## config.mk

```make
export PLATFORM = sky130hd
export DESIGN_NAME = processing_unit_v3
export DESIGN_NICKNAME = d
export VERILOG_FILES = /design/src/rtl/pe_pkg.sv /design/src/rtl/pe_root_select.sv /design/src/rtl/processing_unit_v3.sv
export SDC_FILE = /design/constraint.sdc
export NUM_CORES = 1
export LEC_CHECK = 0
export BUFFER_PORTS_ARGS = -buffer_cell sky130_fd_sc_hd__buf_4
export CORE_MARGIN = 2
export CORE_UTILIZATION = 47
export DETAILED_ROUTE_END_ITERATION = 10
export GPL_ROUTABILITY_DRIVEN = 0
export MAX_ROUTING_LAYER = met4
export PLACE_DENSITY = 0.79
export SETUP_SLACK_MARGIN = 0.2
export SLEW_MARGIN = 20
export SYNTH_ARGS = -nofsm -noshare
export SYNTH_HDL_FRONTEND = slang
export SYNTH_SLANG_ARGS = --single-unit
```

## constraint.sdc

```tcl
create_clock -name clk -period 2.4 [get_ports clk]
set_clock_uncertainty 0.2 [all_clocks]
set_input_delay 0.12 -clock clk [delete_from_list [all_inputs] [get_ports clk]]
set_output_delay 0.12 -clock clk [all_outputs]
set_load 0.03 [all_outputs]
```

## src/rtl/pe_pkg.sv

```systemverilog
// Shared definitions for the union-find processing elements.
//   STAGE_*     : broadcast stage encodings (STAGE_WIDTH bits)
//   addr_width  : address width from per-coordinate width and coordinate count
package pe_pkg;
  localparam int STAGE_WIDTH = 3;

  localparam logic [STAGE_WIDTH-1:0] STAGE_IDLE                = 3'd0;
  localparam logic [STAGE_WIDTH-1:0] STAGE_PARAMETERS_LOADING  = 3'd1;
  localparam logic [STAGE_WIDTH-1:0] STAGE_MEASUREMENT_LOADING = 3'd2;
  localparam logic [STAGE_WIDTH-1:0] STAGE_GROW                = 3'd3;
  localparam logic [STAGE_WIDTH-1:0] STAGE_MERGE               = 3'd4;
  localparam logic [STAGE_WIDTH-1:0] STAGE_PEELING             = 3'd5;
  localparam logic [STAGE_WIDTH-1:0] STAGE_RESULT_VALID        = 3'd6;

  function automatic int addr_width(input int per_dim_bits, input int dims);
    return per_dim_bits * dims;
  endfunction
endpackage

```

## src/rtl/pe_root_select.sv

```systemverilog
// Masked minimum search over neighbour root addresses.
//   values  in  NC*AW  channel i at [i*AW +: AW]
//   mask    in  NC     channel i participates
//   min_val out AW     smallest participating value (all-ones when none)
//   valid   out 1      at least one channel participates
//   sel     out NC     one-hot, lowest index holding min_val
// Purely combinational.
module pe_root_select #(
  parameter int NC = 6,
  parameter int AW = 6
) (
  input  logic [NC*AW-1:0] values,
  input  logic [NC-1:0]    mask,
  output logic [AW-1:0]    min_val,
  output logic             valid,
  output logic [NC-1:0]    sel
);
  // Strict less-than while scanning upward keeps the lowest index on ties,
  // so sel can never become multi-hot.
  always_comb begin
    min_val = '1;
    valid   = 1'b0;
    sel     = '0;
    for (int i = 0; i < NC; i++) begin
      if (mask[i] && (!valid || values[i*AW +: AW] < min_val)) begin
        min_val = values[i*AW +: AW];
        valid   = 1'b1;
        sel     = NC'(1) << i;
      end
    end
  end
endmodule

```

## src/rtl/processing_unit_v3.sv

```systemverilog
// Union-find processing element for one ancilla of the decoder array.
// Tracks cluster root, one-hot parent pointer, subtree parity and boundary
// contact across GROW/MERGE rounds; busy reports local convergence.
// Ports:
//   clk, reset (async, active-high)
//   global_stage            broadcast stage, registered once before use
//   measurement             syndrome bit, loaded in MEASUREMENT_LOADING
//   neighbor_*/parent_odd/child_* per-channel neighbour information
//   neighbor_increase       grow pulse on GROW entry (combinational)
//   parent_vector, cluster_parity, cluster_touching_boundary, odd, root, busy
// Optional build macro PE_STATS_EN adds stat_root_changes / stat_merge_cycles.
module processing_unit_v3
  import pe_pkg::*;
#(
  parameter int PER_DIM_BIT_WIDTH = 2,
  parameter int DIM_COUNT         = 3,
  parameter int NEIGHBOR_COUNT    = 6,
  parameter int ADDRESS           = 0,
  parameter int SETTLE_CYCLES     = 2,
  parameter int STAT_WIDTH        = 8,
  localparam int AW = addr_width(PER_DIM_BIT_WIDTH, DIM_COUNT),
  localparam int NC = NEIGHBOR_COUNT
) (
  input  logic                   clk,
  input  logic                   reset,
  input  logic [STAGE_WIDTH-1:0] global_stage,
  input  logic                   measurement,
  input  logic [NC-1:0]          neighbor_fully_grown,
  input  logic [NC*AW-1:0]       neighbor_root,
  input  logic [NC-1:0]          neighbor_parent_vector,
  input  logic [NC-1:0]          neighbor_is_boundary,
  input  logic [NC-1:0]          parent_odd,
  input  logic [NC-1:0]          child_cluster_parity,
  input  logic [NC-1:0]          child_touching_boundary,
  output logic                   neighbor_increase,
  output logic [NC-1:0]          parent_vector,
  output logic                   cluster_parity,
  output logic                   cluster_touching_boundary,
  output logic                   odd,
  output logic [AW-1:0]          root,
`ifdef PE_STATS_EN
  output logic [STAT_WIDTH-1:0]  stat_root_changes,
  output logic [STAT_WIDTH-1:0]  stat_merge_cycles,
`endif
  output logic                   busy
);
  localparam int SW = $clog2(SETTLE_CYCLES + 1);
  localparam logic [SW-1:0] SETTLE_INIT = SW'(SETTLE_CYCLES);

  logic [STAGE_WIDTH-1:0] stage, last_stage;
  logic                   m;
  logic [SW-1:0]          settle_cnt;

  logic [AW-1:0] cand;
  logic          cand_vld;
  logic [NC-1:0] cand_sel;
  logic          root_upd, np, nb, is_root, odd_nxt, change;

  pe_root_select #(.NC(NC), .AW(AW)) u_root_select (
    .values  (neighbor_root),
    .mask    (neighbor_fully_grown),
    .min_val (cand),
    .valid   (cand_vld),
    .sel     (cand_sel)
  );

  assign root_upd = cand_vld && (cand < root);
  // Parity folds in children that point here plus our own syndrome bit.
  assign np = (^(neighbor_parent_vector & child_cluster_parity)) ^ m;
  // Boundary counts only through grown edges or children already touching it.
  assign nb = (|(neighbor_parent_vector & child_touching_boundary)) |
              (|(neighbor_is_boundary & neighbor_fully_grown));
  assign is_root = (parent_vector == '0);
  // Non-roots inherit odd from their parent; roots decide it from the subtree.
  assign odd_nxt = is_root ? (np & ~nb) : |(parent_vector & parent_odd);
  assign change  = root_upd || (np != cluster_parity) ||
                   (nb != cluster_touching_boundary) || (odd_nxt != odd);

  assign neighbor_increase = odd && (stage == STAGE_GROW) && (last_stage != STAGE_GROW);

  always_ff @(posedge clk or posedge reset) begin
    if (reset) begin
      stage                     <= STAGE_IDLE;
      last_stage                <= STAGE_IDLE;
      m                         <= 1'b0;
      root                      <= AW'(ADDRESS);
      parent_vector             <= '0;
      odd                       <= 1'b0;
      cluster_parity            <= 1'b0;
      cluster_touching_boundary <= 1'b0;
      settle_cnt                <= '0;
      busy                      <= 1'b0;
    end else begin
      stage      <= global_stage;
      last_stage <= stage;
      case (stage)
        STAGE_MEASUREMENT_LOADING: begin
          m                         <= measurement;
          cluster_parity            <= measurement;
          odd                       <= measurement;
          root                      <= AW'(ADDRESS);
          parent_vector             <= '0;
          cluster_touching_boundary <= 1'b0;
          settle_cnt                <= '0;
          busy                      <= 1'b0;
        end
        STAGE_MERGE: begin
          if (root_upd) begin
            root          <= cand;
            parent_vector <= cand_sel;
          end
          cluster_parity            <= np;
          cluster_touching_boundary <= nb;
          odd                       <= odd_nxt;
          // Busy drops only after SETTLE_CYCLES quiet cycles so neighbours
          // still propagating through us are not missed.
          if (change) begin
            settle_cnt <= SETTLE_INIT;
            busy       <= 1'b1;
          end else if (settle_cnt != '0) begin
            settle_cnt <= settle_cnt - SW'(1);
            busy       <= (settle_cnt > SW'(1));
          end
        end
        default: ;
      endcase
    end
  end

`ifdef PE_STATS_EN
  always_ff @(posedge clk or posedge reset) begin
    if (reset) begin
      stat_root_changes <= '0;
      stat_merge_cycles <= '0;
    end else if (stage == STAGE_MEASUREMENT_LOADING) begin
      stat_root_changes <= '0;
      stat_merge_cycles <= '0;
    end else if (stage == STAGE_MERGE) begin
      if (root_upd && (stat_root_changes != '1))
        stat_root_changes <= stat_root_changes + STAT_WIDTH'(1);
      if (busy && (stat_merge_cycles != '1))
        stat_merge_cycles <= stat_merge_cycles + STAT_WIDTH'(1);
    end
  end
`endif
endmodule

```

# Yosys cells after proc, flatten, opt, wreduce, memory -nomap -nowiden
# Index checks and enable logic that the tools add are counted.
# word_totals
regBits,25
wordCells,97
out_inout_bits,17
# op_classes
n_reduce_logical,30
n_addsub,1
n_eq_ne,9
mux,32
magnitude_cmp,7
n_bitwise,8
# ops
cell,count
6-bit two-way mux,9
6-bit less-than comparator,6
6-bit AND,4
6-bit case mux with 2 select lines,2
6-bit OR reduction,3
1-bit two-way mux,10
1-bit logical AND,8
1-bit logical OR,8
1-bit case mux with 2 select lines,4
"3-bit by 2-bit equality test with 1-bit output, second input constant",2
6-bit logical NOT,1
2-bit two-way mux,3
6-bit parity,1
1-bit logical NOT,5
5-bit two-way mux,1
4-bit two-way mux,1
2-bit case mux with 2 select lines,1
2-bit AND reduction,2
2-bit nonzero test,2
"3-bit equality test, second input constant",1
3-bit two-way mux,1
1-bit inequality test,3
"3-bit by 2-bit inequality test with 1-bit output, second input constant",1
"3-bit inequality test, second input constant",1
other kinds (7),7

# Depth between registers and ports, before layout
# logic_depth
depth_word,28
mapped_depth,62
mapped_depth_nobuf,56

# Hierarchy
# Synthesis repeated with hierarchy kept, for this count alone.
# hier_totals
hier_cells,322
hier_area_um2,2731.4
# by_module_without_submodules
module,seq_area_each_um2,n_inst,cells_per_inst,area_per_inst_um2
processing_unit_v3,625.6,1,143,1375.1
pe_root_select,0.0,1,179,1356.3

# Worst setup path before layout
# No wires, ideal clock.
# synth_path
path_type,input -> register
from,input port neighbor_fully_grown[0]
to,register root[1]
cell_stages,59
t_arrival_ps,10708
path_slack_ps,-8600
cell_sequence,buf_6 > inv_1 > nor2_1 > ha_1 > and4b_1 > or4_4 > a31oi_4 > nor2_2 > clkbuf_1 > a21oi_1 > inv_1 > ha_1 > nand2_1 > nor4b_1 > a211oi_2 > o211ai_2 > o211ai_4 > buf_2 > [... 23 more ...] > a21o_1 > a21o_1 > a21oi_1 > o21ai_0 > o41ai_2 > buf_2 > nor2b_1 > nor2_1 > ha_1 > nor2b_1 > o21ai_0 > o21ai_0 > nor3_1 > o2111ai_1 > and2_1 > buf_2 > buf_6 > o31ai_2
# synth_between
elab_chain_len,25
word_cells_on_any_way,38
classes_between,order compare (6); eq/ne (1); mux (14); reduce/logical (17)
# synth_lines
element,line,text
start: declaration,processing_unit_v3.sv:28,"input logic [NC-1:0] neighbor_fully_grown,"
6-bit two-way mux / 1-bit two-way mux (equally long branches),pe_root_select.sv:25,if (mask[i] && (!valid || values[i*AW +: AW] < min_val)) begin
6-bit less-than comparator / 1-bit logical NOT (equally long branches),pe_root_select.sv:25,
1-bit logical OR,pe_root_select.sv:25,
1-bit logical AND,pe_root_select.sv:25,
6-bit two-way mux / 1-bit two-way mux (equally long branches),pe_root_select.sv:25,
6-bit less-than comparator / 1-bit logical NOT (equally long branches),pe_root_select.sv:25,
1-bit logical OR,pe_root_select.sv:25,
1-bit logical AND,pe_root_select.sv:25,
[... 9 more ...],n/a,
6-bit less-than comparator / 1-bit logical NOT (equally long branches),pe_root_select.sv:25,
1-bit logical OR,pe_root_select.sv:25,
1-bit logical AND,pe_root_select.sv:25,
6-bit two-way mux,pe_root_select.sv:25,
6-bit less-than comparator,processing_unit_v3.sv:67,assign root_upd = cand_vld && (cand < root);
1-bit logical AND,processing_unit_v3.sv:67,
2-bit inequality test (no line),n/a,
2-bit AND reduction (no line),n/a,
end signal: assignment,processing_unit_v3.sv:86,root <= AW'(ADDRESS);
end signal: assignment,processing_unit_v3.sv:101,root <= AW'(ADDRESS);
end signal: assignment,processing_unit_v3.sv:109,root <= cand;
end: declaration,processing_unit_v3.sv:40,"output logic [AW-1:0] root,"
# Several ways; a longest one is shown, not always the timed one. The select of a mux whose other input is x is not followed.
# A chain may end at the register's enable or synchronous reset.

# Worst setup path after layout
# layout_path
from,input port neighbor_fully_grown[0]
to,register parent_vector[3]
# layout_between
elab_chain_len,25
word_cells_on_any_way,41
classes_between,order compare (6); eq/ne (1); mux (17); reduce/logical (17)
# layout_lines
element,line,text
6-bit two-way mux / 1-bit two-way mux (equally long branches),pe_root_select.sv:25,
6-bit less-than comparator / 1-bit logical NOT (equally long branches),pe_root_select.sv:25,
1-bit logical OR,pe_root_select.sv:25,
1-bit logical AND,pe_root_select.sv:25,
6-bit two-way mux / 1-bit two-way mux (equally long branches),pe_root_select.sv:25,
6-bit less-than comparator / 1-bit logical NOT (equally long branches),pe_root_select.sv:25,
1-bit logical OR,pe_root_select.sv:25,
1-bit logical AND,pe_root_select.sv:25,
[... 9 more ...],n/a,
6-bit less-than comparator / 1-bit logical NOT (equally long branches),pe_root_select.sv:25,
1-bit logical OR,pe_root_select.sv:25,
1-bit logical AND,pe_root_select.sv:25,
6-bit two-way mux,pe_root_select.sv:25,
6-bit less-than comparator,processing_unit_v3.sv:67,
1-bit logical AND,processing_unit_v3.sv:67,
2-bit inequality test (no line),n/a,
2-bit AND reduction (no line),n/a,
end signal: assignment,processing_unit_v3.sv:110,parent_vector <= cand_sel;
end: declaration,processing_unit_v3.sv:36,"output logic [NC-1:0] parent_vector,"
# Several ways; a longest one is shown, not always the timed one. The select of a mux whose other input is x is not followed.

==> flow_summary_export.csv <==
group,metric,value,unit
critical_path,crit_fanout,8,
cells_and_area,layoutNonFillerInstCount,639,
clock_tree,clkTransAtPathRegs,0.10,ns
critical_path,cp-endpoint,"parent_vector[3]",
critical_path,end_kind,"flop",
critical_path,crit_path_frequent_cell,"buf_4",
critical_path,cp_slowest_cell,"or4_4",
route,wl,14.7,mm
clock_tree,clock-sinks,25,
critical_path,cp_data_arrival_time,11.00,ns
synth,synthTopCellsByArea,"dfrtp_1 22%, ha_1 13%, inv_1 4.2%, a21oi_1 4.0%, nor2_1 3.8%",
timing,finalCritPeriodShare,4.59,
timing,tightestPinTransition,0.956,ns
route,dr_total_vias,4203,
critical_path,reg2reg_depth,9,
grt,grt_max_degree,26,
synth,synth.top_cell.area_share,0.225,
cells_and_area,syn_to_final_growth,84.9,%
timing,setup_violations,15,
critical_path,crit_path_start_kind,"input pin",
synth,synth-edff-count,0,
synth,async_flop_share,1.00,
timing,holdWs,0.0455,ns
cells_and_area,layout.nets,671,
die,rows,28,
placement,dpl_cell_area,0.00442,sq mm
route,drt_iter0_drc,491,
critical_path,startpoint,"neighbor_fully_grown[0]",
placement,dp.cells,594,
route,first_pass_iters,6,
synth,post-synth-top-count-cell,"inv_1",
critical_path,reg2reg_from,"parent_vector[2]",
synth,synth-main-ff-cell,"dfrtp_1",
timing,rsz0062_at_grt,"true",
clock_tree,cts.path.max_buffers,2,
critical_path,cp_data_required_time,2.38,ns
clock_tree,cts-buffers-inserted,3,
synth,synth_top_cell_by_area,"dfrtp_1",
synth,synth-seq-cells,25,
synth,synth_common_cells,"31 x inv_1, 28 x ha_1, 28 x nor2_1",
timing,fin_crit,11.02,ns
timing,drv_slew,0,
die,start_util,0.479,
die,die_h,81.0,um
placement,port_buffers,94,
status,outcome,"complete, but fails checks",
synth,synthCells,336,
flow_run,drv_cap,0,
route,antenna_left,0,
grt,grt_pass1_wl,18.3,mm
die,design.die.area,0.00656,sq mm
min_path,hold_path.class,"in2reg",
clock_tree,root_buffer,"clkbuf_8",
cells_and_area,stdcell_area,0.00515,sq mm
die,io_pins,95,
critical_path,critical_path_class,"in2reg",
synth,postSynthAreaPerCell,8.29,sq um
critical_path,ff2ff_setup_slack,-0.34,ns
status,violations,"setup timing",
route,avgRoutedWirePerCell,23.0,um
timing,layout_setup_ws,-8.62,ns
route,drc,0,
synth,mappedNetlistArea,0.00279,sq mm
critical_path,worst_r2r_endpoint,"settle_cnt[1]",
grt,grt-ovfl-total,0,
grt,grt_use_total,0.373,
clock_tree,cts.htree.levels,1,
grt,grt_pass1_vias,3796,
die,coreArea,0.00582,sq mm
route,viasPerCell,6.58,
critical_path,max_stage_delay,0.55,ns
synth,post_synth_num_cell_types,59,
placement,dpl.hpwl,8.04,mm
pwr,p_per_area,754,mW/mm^2
cells_and_area,drive_above_1_share,0.559,
cells_and_area,diodes,0,
placement,place_ws,-8.29,ns
clock_tree,cts_tree,"done",
pwr,peakVddDrop,0.745,mV
timing,setup_tns,-127.70,ns
timing,slew_headroom,0.359,
min_path,min-delay-start,"measurement",
synth,syn_nets,442,
timing,finalHoldViolCount,0,
clock_tree,insertion_delay,0.28,ns
synth,yosysSeqAreaShare,0.225,
die,die_x,81.0,um
timing,fmaxAchievable,0.0907,GHz
synth,ys_warn_count,0,
grt,antenna_found_initial,0,
pwr,p_leak,2.53,nW
[layer usage]
metal | track usage | vias up | routed length, um
li1 | - | 1691 | -
met1 | 0.421 | 1904 | 4800
met2 | 0.648 | 442 | 6750
met3 | 0.0678 | 166 | 1790
met4 | 0.154 | 0 | 1340
met5 | - | - | 0
[report_power, final]
group | internal, mW | leakage (nW) | switching, mW
registers | 0.522 | 0.319 | 0.0992
logic | 1.42 | 2.19 | 1.57
clock network | 0.118 | 0.0217 | 0.149
total | 2.06 | 2.53 | 1.82
[layout by cell type (no fill, tap or decap), drive strengths merged, types with 6 or more instances in the layout]
| cell | instances |
|---|---|
| a21o | 8 |
| nand4 | 15 |
| nand2 | 19 |
| a22oi | 9 |
| a21oi | 22 |
| inv | 30 |
| dfrtp | 25 |
| o31ai | 6 |
| a211oi | 7 |
| ha | 28 |
| nor2 | 29 |
| xnor2 | 8 |
| mux2i | 10 |
| buf | 231 |
| o21ai | 15 |
| and2 | 10 |
| nor2b | 13 |
[registers in the layout, indices dropped and copies added (netlist names)]
signal	flops
busy	1
settle_cnt	2
cluster_parity	1
parent_vector	6
root	6
odd	1
stage	3
last_stage	3
cluster_touching_boundary	1
m	1
[layout make-up]
| class | count | area (sq um) |
|---|---|---|
| clock buffer | 3 | 41.3 |
| timing repair buffer | 235 | 1860 |
| fill | 261 | 666 |
| multi-input combinational | 269 | 2390 |
| tap | 75 | 93.8 |
| inverter | 31 | 129 |
| sequential | 25 | 626 |
| clock inverter | 1 | 7.51 |
[worst min path at each step]
stage / endpoint / slack (ns) / depth (start not counted)
4_1_cts: m / 0.01 / 3
2_1_floorplan: busy / -0.05 / 1
3_3_place_gp: stage[2] / 0.03 / 1
6_report: m / 0.05 / 3
5_1_grt: m / 0.05 / 3
3_5_place_dp: stage[2] / 0.03 / 1
[worst max-delay path: cells and delay by family]
kind,cells,cell delay [ns]
mux,3,0.73
compound gates,20,3.68
buf+inv,17,2.07
simple gates,15,3.10
fa+ha+maj,5,1.26
[cell families after synthesis]
| group | share of synthesized area |
|---|---|
| compound gates | 0.272 |
| buf+inv | 0.0633 |
| simple gates | 0.243 |
| fa+ha+maj | 0.126 |
| xor+xnor | 0.0314 |
| mux | 0.0400 |
| flops | 0.225 |
[timing repair]
item                                    4_1_cts  5_1_grt
pin swaps                                    45       23
resized for setup                            47       25
gates cloned                                  1        0
hold endpoints to repair                     28        0
endpoints found under the setup margin       15       15
hold buffers                                  4        0
buffers inserted                             26       10
[per-stage QoR]
stage          power (mW)  utilization
5_1_grt              4.01        0.886
3_5_place_dp         2.77        0.761
3_3_place_gp         2.66        0.761
4_1_cts              3.34        0.853
6_report             3.88        0.886
2_1_floorplan        1.85            -
No activity file was read; power rests on OpenSTA's default activity.
